===== config.mk =====
export PLATFORM = sky130hd
export DESIGN_NAME = inert_spi_seq
export DESIGN_NICKNAME = d
export VERILOG_FILES = /design/src/rtl/inert_spi_seq.sv
export SDC_FILE = /design/constraint.sdc
export NUM_CORES = 1
export LEC_CHECK = 0
export BUFFER_PORTS_ARGS = -buffer_cell sky130_fd_sc_hd__buf_2
export CAP_MARGIN = 30
export CORE_ASPECT_RATIO = 0.9
export CORE_MARGIN = 2
export CORE_UTILIZATION = 48
export CTS_CLUSTER_DIAMETER = 120
export CTS_CLUSTER_SIZE = 20
export DETAILED_ROUTE_END_ITERATION = 8
export HOLD_SLACK_MARGIN = 0.06
export PLACE_DENSITY = 0.72
export SYNTH_ARGS = -nofsm -noshare
export SYNTH_HDL_FRONTEND = slang
export SYNTH_SLANG_ARGS = --single-unit

===== constraint.sdc =====
create_clock -name clk -period 1.9 [get_ports clk]
set_input_delay 0.095 -clock clk [delete_from_list [all_inputs] [get_ports clk]]
set_output_delay 0.095 -clock clk [all_outputs]
set_load 0.02 [all_outputs]

===== src/rtl/inert_spi_seq.sv =====
// rtl/inert_spi_seq.sv - iNEMO SPI sequencer: config writes after power-up delay, 10-byte readout per data-ready edge
// Optional transaction timeout with sticky err when INERT_SEQ_TMO_EN is defined.
module inert_spi_seq #(
  parameter logic [15:0] INIT_DLY = 16'hFFFF,
  parameter int          TMO_CYC  = 4096
) (
  input  logic        clk,
  input  logic        rst_n,
  input  logic        INT,
  output logic        snd,
  output logic [15:0] cmd,
  input  logic        done,
  input  logic [15:0] resp,
  output logic [15:0] ptch_rt,
  output logic [15:0] roll_rt,
  output logic [15:0] yaw_rt,
  output logic [15:0] AX,
  output logic [15:0] AY,
  output logic        vld,
  output logic        init_done,
  output logic        err
);

  typedef enum logic [2:0] {
    DLY,
    INIT_SND,
    INIT_WT,
    IDLE,
    RD_SND,
    RD_WT,
    VLD
  } state_t;

  localparam logic [15:0] DLY_LAST = INIT_DLY - 16'd1;
  localparam logic [6:0]  RD_BASE  = 7'h22;

  state_t      state;
  state_t      state_nxt;
  logic [15:0] dly_cnt;
  logic [3:0]  idx;
  logic        int_s1;
  logic        int_s2;
  logic        int_s3;
  logic        int_rise;
  logic        pending;
  logic [71:0] shadow;
  logic [79:0] sample;
  logic        tmo_hit;
  logic [7:0]  resp_hi_unused;

  function automatic logic [15:0] init_word(input logic [1:0] i);
    case (i)
      2'd0:    return 16'h0D02;
      2'd1:    return 16'h1053;
      2'd2:    return 16'h1150;
      default: return 16'h1460;
    endcase
  endfunction

  function automatic logic [15:0] rd_word(input logic [3:0] i);
    return {1'b1, RD_BASE + {3'b000, i}, 8'h00};
  endfunction

  assign int_rise       = int_s2 & ~int_s3;
  assign resp_hi_unused = resp[15:8];
  // Bytes arrive low register first; the tenth byte is still on resp when the set completes.
  assign sample         = {resp[7:0], shadow};

  assign snd = (state == INIT_SND) || (state == RD_SND);
  assign vld = (state == VLD);

  always_comb begin
    state_nxt = state;
    case (state)
      DLY:      if (dly_cnt == DLY_LAST) state_nxt = INIT_SND;
      INIT_SND: state_nxt = INIT_WT;
      INIT_WT: begin
        if (done)         state_nxt = (idx == 4'd3) ? IDLE : INIT_SND;
        else if (tmo_hit) state_nxt = DLY;
      end
      IDLE:     if (pending) state_nxt = RD_SND;
      RD_SND:   state_nxt = RD_WT;
      RD_WT: begin
        if (done)         state_nxt = (idx == 4'd9) ? VLD : RD_SND;
        else if (tmo_hit) state_nxt = IDLE;
      end
      VLD:      state_nxt = IDLE;
      default:  state_nxt = DLY;
    endcase
  end

  always_ff @(posedge clk) begin
    if (!rst_n) begin
      state     <= DLY;
      dly_cnt   <= 16'd0;
      idx       <= 4'd0;
      int_s1    <= 1'b0;
      int_s2    <= 1'b0;
      int_s3    <= 1'b0;
      pending   <= 1'b0;
      shadow    <= 72'd0;
      cmd       <= 16'd0;
      ptch_rt   <= 16'd0;
      roll_rt   <= 16'd0;
      yaw_rt    <= 16'd0;
      AX        <= 16'd0;
      AY        <= 16'd0;
      init_done <= 1'b0;
    end else begin
      state  <= state_nxt;
      int_s1 <= INT;
      int_s2 <= int_s1;
      int_s3 <= int_s2;
      // An edge landing in the same cycle the read starts must survive the clear.
      pending <= (int_rise && init_done) || (pending && (state != IDLE));

      case (state)
        DLY: begin
          idx <= 4'd0;
          if (dly_cnt == DLY_LAST) begin
            dly_cnt <= 16'd0;
            cmd     <= init_word(2'd0);
          end else begin
            dly_cnt <= dly_cnt + 16'd1;
          end
        end
        INIT_WT: begin
          if (done) begin
            if (idx == 4'd3) begin
              init_done <= 1'b1;
              idx       <= 4'd0;
            end else begin
              idx <= idx + 4'd1;
              cmd <= init_word(idx[1:0] + 2'd1);
            end
          end else if (tmo_hit) begin
            idx <= 4'd0;
          end
        end
        IDLE: begin
          if (pending) begin
            idx    <= 4'd0;
            shadow <= 72'd0;
            cmd    <= rd_word(4'd0);
          end
        end
        RD_WT: begin
          if (done) begin
            if (idx == 4'd9) begin
              ptch_rt <= sample[15:0];
              roll_rt <= sample[31:16];
              yaw_rt  <= sample[47:32];
              AX      <= sample[63:48];
              AY      <= sample[79:64];
              shadow  <= 72'd0;
              idx     <= 4'd0;
            end else begin
              shadow <= {resp[7:0], shadow[71:8]};
              idx    <= idx + 4'd1;
              cmd    <= rd_word(idx + 4'd1);
            end
          end else if (tmo_hit) begin
            shadow <= 72'd0;
            idx    <= 4'd0;
          end
        end
        default: begin
        end
      endcase
    end
  end

`ifdef INERT_SEQ_TMO_EN
  localparam int TW = $clog2(TMO_CYC + 1);

  logic [TW-1:0] tmo_cnt;

  // tmo_cnt holds the number of cycles elapsed since the snd cycle.
  assign tmo_hit = ((state == INIT_WT) || (state == RD_WT)) && !done &&
                   (tmo_cnt == TW'(TMO_CYC - 1));

  always_ff @(posedge clk) begin
    if (!rst_n) begin
      tmo_cnt <= '0;
      err     <= 1'b0;
    end else begin
      if (snd)
        tmo_cnt <= TW'(1);
      else if (((state == INIT_WT) || (state == RD_WT)) && !done)
        tmo_cnt <= tmo_cnt + 1'b1;
      if (tmo_hit)
        err <= 1'b1;
    end
  end
`else
  localparam int tmo_cyc_unused = TMO_CYC;

  assign tmo_hit = 1'b0;
  assign err     = 1'b0;
`endif

endmodule


==> results by group <==
Worst setup path
  – CP max FO: 5
  – Delay of the slowest cell on the worst path: roughly 0.5 ns
  – Worst-case register-to-register setup slack: slightly below 0.01 ns
  – Number of cells traversed by the worst register-to-register path: 7
  – Cell with the largest stage delay on the worst path: sky130_fd_sc_hd__or4_1
  – Cell family with the largest share of critical-path delay: compound AO/OA/AOI/OAI gates
  – Critical Path End Type: flip-flop
  – Number of gates on the worst path with buffers counted: 7
  – End point of the critical path: cmd[6]
  – Arrival time of data at the critical path endpoint: approximately 2.3 ns
  – Critical path origin: dly_cnt[0]
  – Worst path required time: around 2.3 ns
  – Critical register-to-register path endpoint: cmd[6]
  – Type of the worst setup path: reg2reg
  – Worst path cell trace: inv_2, ha_2, nand4_1, o41ai_4, o211ai_4, or4_1, a21oi_1
  – Buffers plus inverters on the worst setup path: 1
  – Crit start category: flip-flop
  – Launch instance of the worst register-to-register path: dly_cnt[0]

Clocking
  – Worst-skew pair later-pin latency: around 0.44 ns
  – Clock tree from TritonCTS: done
  – H-tree depth: 4
  – CTS sink count: between 150 and 200
  – CTS Buffer Depth: 2
  – Inserted Clock Buffers: 17
  – Clock transition at the registers of the reported paths: 0.07 ns
  – Clock Root Buffer: sky130_fd_sc_hd__clkbuf_16

Route
  – DR pass1 iterations: 5
  – Met1 wire length: 8990 µm
  – WL/cell: around 15 µm
  – Met3 routed WL: approximately 1200 µm
  – Antenna Nets Post-Route: 0
  – Vias: 6881
  – DRC: 0
  – 1st-iter DRT viols: between 400 and 500
  – DR top layer: met4
  – Met2 wire length: just under 9000 µm
  – Vias per std cell: roughly 5.4
  – Routed Wire Length: 19300 µm

Power and ir drop
  – Sequential share of power: 48.4%
  – PwrDens: between 800 and 900 nW/µm²
  – Maximum ir drop on the vdd rail: 0.000731 V
  – Internal Pwr Total: roughly 6.6 mW
  – Net Switching: 1.69 mW
  – Switching share of total power: between 20 and 25%
  – Part of the total power dissipated in the clock network: 49.7%
  – Gate power share: 1.9%
  – P_leak: around 3.7 nW

Synthesis
  – Number of enable-type register cells in the synthesized netlist: 0
  – Cells after synthesis: slightly above 900
  – Unique cell type count in the Yosys netlist: 55
  – Portion of the post-synthesis area used by sequential elements: about half
  – Share of the synthesized area in the top cell type: 51.1%
  – Number of warning messages in the yosys log: 0
  – Most repeated cell in the gate-level netlist after synthesis: sky130_fd_sc_hd__nand2_1
  – Mean Syn Cell Area: roughly 8 µm²
  – Yosys reg bits: 191
  – Synth async-reset ratio: 0%
  – Cell taking the most area after synthesis: sky130_fd_sc_hd__dfxtp_1
  – Top_reg_cell synth: sky130_fd_sc_hd__dfxtp_1
  – Area of the mapped netlist: between 7000 and 8000 µm²
  – Synth top area cells: sky130_fd_sc_hd__dfxtp_1 51%, sky130_fd_sc_hd__nand2_1 13%, sky130_fd_sc_hd__a21oi_1 12%
  – Most used standard cells in the synthesized netlist: 251 x sky130_fd_sc_hd__nand2_1, 191 x sky130_fd_sc_hd__dfxtp_1, 173 x sky130_fd_sc_hd__a21oi_1, 88 x sky130_fd_sc_hd__nand3_1, 56 x sky130_fd_sc_hd__clkbuf_1

Placement
  – Post-detailed-placement half-perimeter wirelength: between 10000 and 15000 µm
  – Quantity of I/O buffers inserted on ports: between 100 and 150
  – Routability congestion estimate from global placement: 0.856

GRT
  – GRT Util Overall: roughly 22%
  – Antenna violations before repair: 0
  – Global-route wire length before repair: between 20000 and 30000 µm
  – Maximum number of pins on one net before global-route repair: 66
  – Number of global-route vias before repair: 6098
  – Aggregate global routing overflow: 0

Floorplan
  – Initial Utilization: approximately 49%
  – Placeable core region: around 15000 µm²
  – Count of pins on the block boundary: 120
  – Die extent in x: 136 µm
  – FP Rows: 43
  – Total Die Area: 16600 µm²
  – Overall die height: approximately 120 µm

Run
  – Count of max-cap constraint violations: 0

Timing
  – Number of max-slew violations in the final report: 0
  – Post-Route Skew: ~0.013 ns
  – Number of endpoints failing setup at the final stage: 0
  – Tightest slew margin relative to the limit: between 60% and 70%
  – Post-Route Setup TNS: 0 ns
  – Number of failing hold endpoints at the final stage: 0
  – Max Clk Rate: ~0.53 GHz
  – Fin crit share: between 90% and 100%
  – Setup repair after global routing missed its margin: yes
  – Pin slew with the least headroom to its limit: ~0.54 ns
  – Min cycle time layout: roughly 1.9 ns
  – WHS: 0.0673 ns

Layout
  – Proportion of layout cells with a drive suffix above 1: around 23%
  – Final layout net count: 1088
  – N_diodes: 0
  – Area added between synthesis and finish: 27.6%

Min path
  – Hold/Removal Path Class: in2reg

Status
  – Outcome: finished clean
registers in the layout (all words and copies together) (netlist names):
| name | flops |
|---|---|
| shadow | 72 |
| AX | 16 |
| AY | 16 |
| dly_cnt | 16 |
| ptch_rt | 16 |
| roll_rt | 16 |
| yaw_rt | 16 |
| cmd | 11 |
| idx | 4 |
| state | 3 |
| init_done | 1 |
| int_s1 | 1 |
| int_s2 | 1 |
| int_s3 | 1 |
| pending | 1 |
worst register-to-register path, delay by kind of cell, from the launching register on:
| family | cells | cell delay (ns) |
|---|---|---|
| fa+ha+maj | 1 | 0.15 |
| simple gates | 2 | 0.64 |
| buf+inv | 1 | 0.04 |
| flops | 1 | 0.33 |
| compound gates | 3 | 0.67 |
logic make-up after synthesis:
| family | Yosys count | share of synthesized area, % |
|---|---|---|
| buf+inv | 85 | 5.20 |
| compound gates | 215 | 16.0 |
| other cells | 1 | 0.0501 |
| flops | 191 | 51.1 |
| simple gates | 413 | 24.3 |
| fa+ha+maj | 8 | 1.34 |
| mux | 4 | 0.535 |
| xor+xnor | 13 | 1.52 |
how the worst min path moves through the flow:
stage / start / endpoint / cells past startpoint
3_3_place_gp: INT / int_s1 / 2
2_1_floorplan: INT / int_s1 / 1
6_report: rst_n / cmd[10] / 3
4_1_cts: rst_n / cmd[10] / 3
3_5_place_dp: INT / int_s1 / 2
5_1_grt: rst_n / cmd[10] / 3
per-layer routing:
layer	vias to the layer above	global-route usage, %
li1	3398	-
met1	3271	30.3
met2	191	35.5
met3	21	6.07
met4	0	6.77
met5	-	0
through the flow:
stage	area (µm²)	std cells	setup slack, ns	total power, mW	util [%]
after floorplan	7520	934	-0.00668	4.21	-
after global placement	8530	1222	0.00340	4.25	55.6
after detailed placement	8530	1222	-0.0511	4.25	55.6
after CTS	9330	1264	-0.00754	8.33	60.8
after global routing	9550	1275	-0.0971	8.52	62.3
final	9550	1275	0.00983	8.30	62.3
cell usage in the layout, fill, tap and decap left out, types with 7 or more instances in the layout:
cell and instances:
sky130_fd_sc_hd__a21oi_1 165, sky130_fd_sc_hd__a21oi_2 8, sky130_fd_sc_hd__buf_12 10, sky130_fd_sc_hd__buf_2 106, sky130_fd_sc_hd__buf_4 48, sky130_fd_sc_hd__clkbuf_16 20, sky130_fd_sc_hd__dfxtp_1 183, sky130_fd_sc_hd__dfxtp_2 7
sky130_fd_sc_hd__dlygate4sd3_1 10, sky130_fd_sc_hd__inv_1 8, sky130_fd_sc_hd__nand2_1 251, sky130_fd_sc_hd__nand3_1 86, sky130_fd_sc_hd__nor2_1 27, sky130_fd_sc_hd__nor3_1 8, sky130_fd_sc_hd__o21ai_0 12, sky130_fd_sc_hd__xor2_1 8
layout make-up:
type / instances / area [µm²]
fillers: 1332 / 5790
inverters: 10 / 40.0
clock inverters: 12 / 229
repair buffers: 181 / 1330
clock buffers: 20 / 457
multi-input cells: 659 / 3410
flip-flops and latches: 191 / 3840
well taps: 202 / 253
repair_timing:
item                       in CTS  in global routing
pin swaps                       1                  5
cloned                          0                  5
setup endpoints to repair       6                 92
hold endpoints to repair       18                  0
buffers inserted                0                  6
hold buffers                   10                  0
gates resized for setup         2                 21
power by group through the flow:
stage,Combinational [mW],Clock [mW],Sequential [mW]
2_1_floorplan,0.0951,0,4.11
3_3_place_gp,0.140,0,4.11
3_5_place_dp,0.140,0,4.11
4_1_cts,0.157,4.16,4.01
5_1_grt,0.177,4.33,4.01
6_report,0.161,4.12,4.01
(Power assumes the default switching activity.)
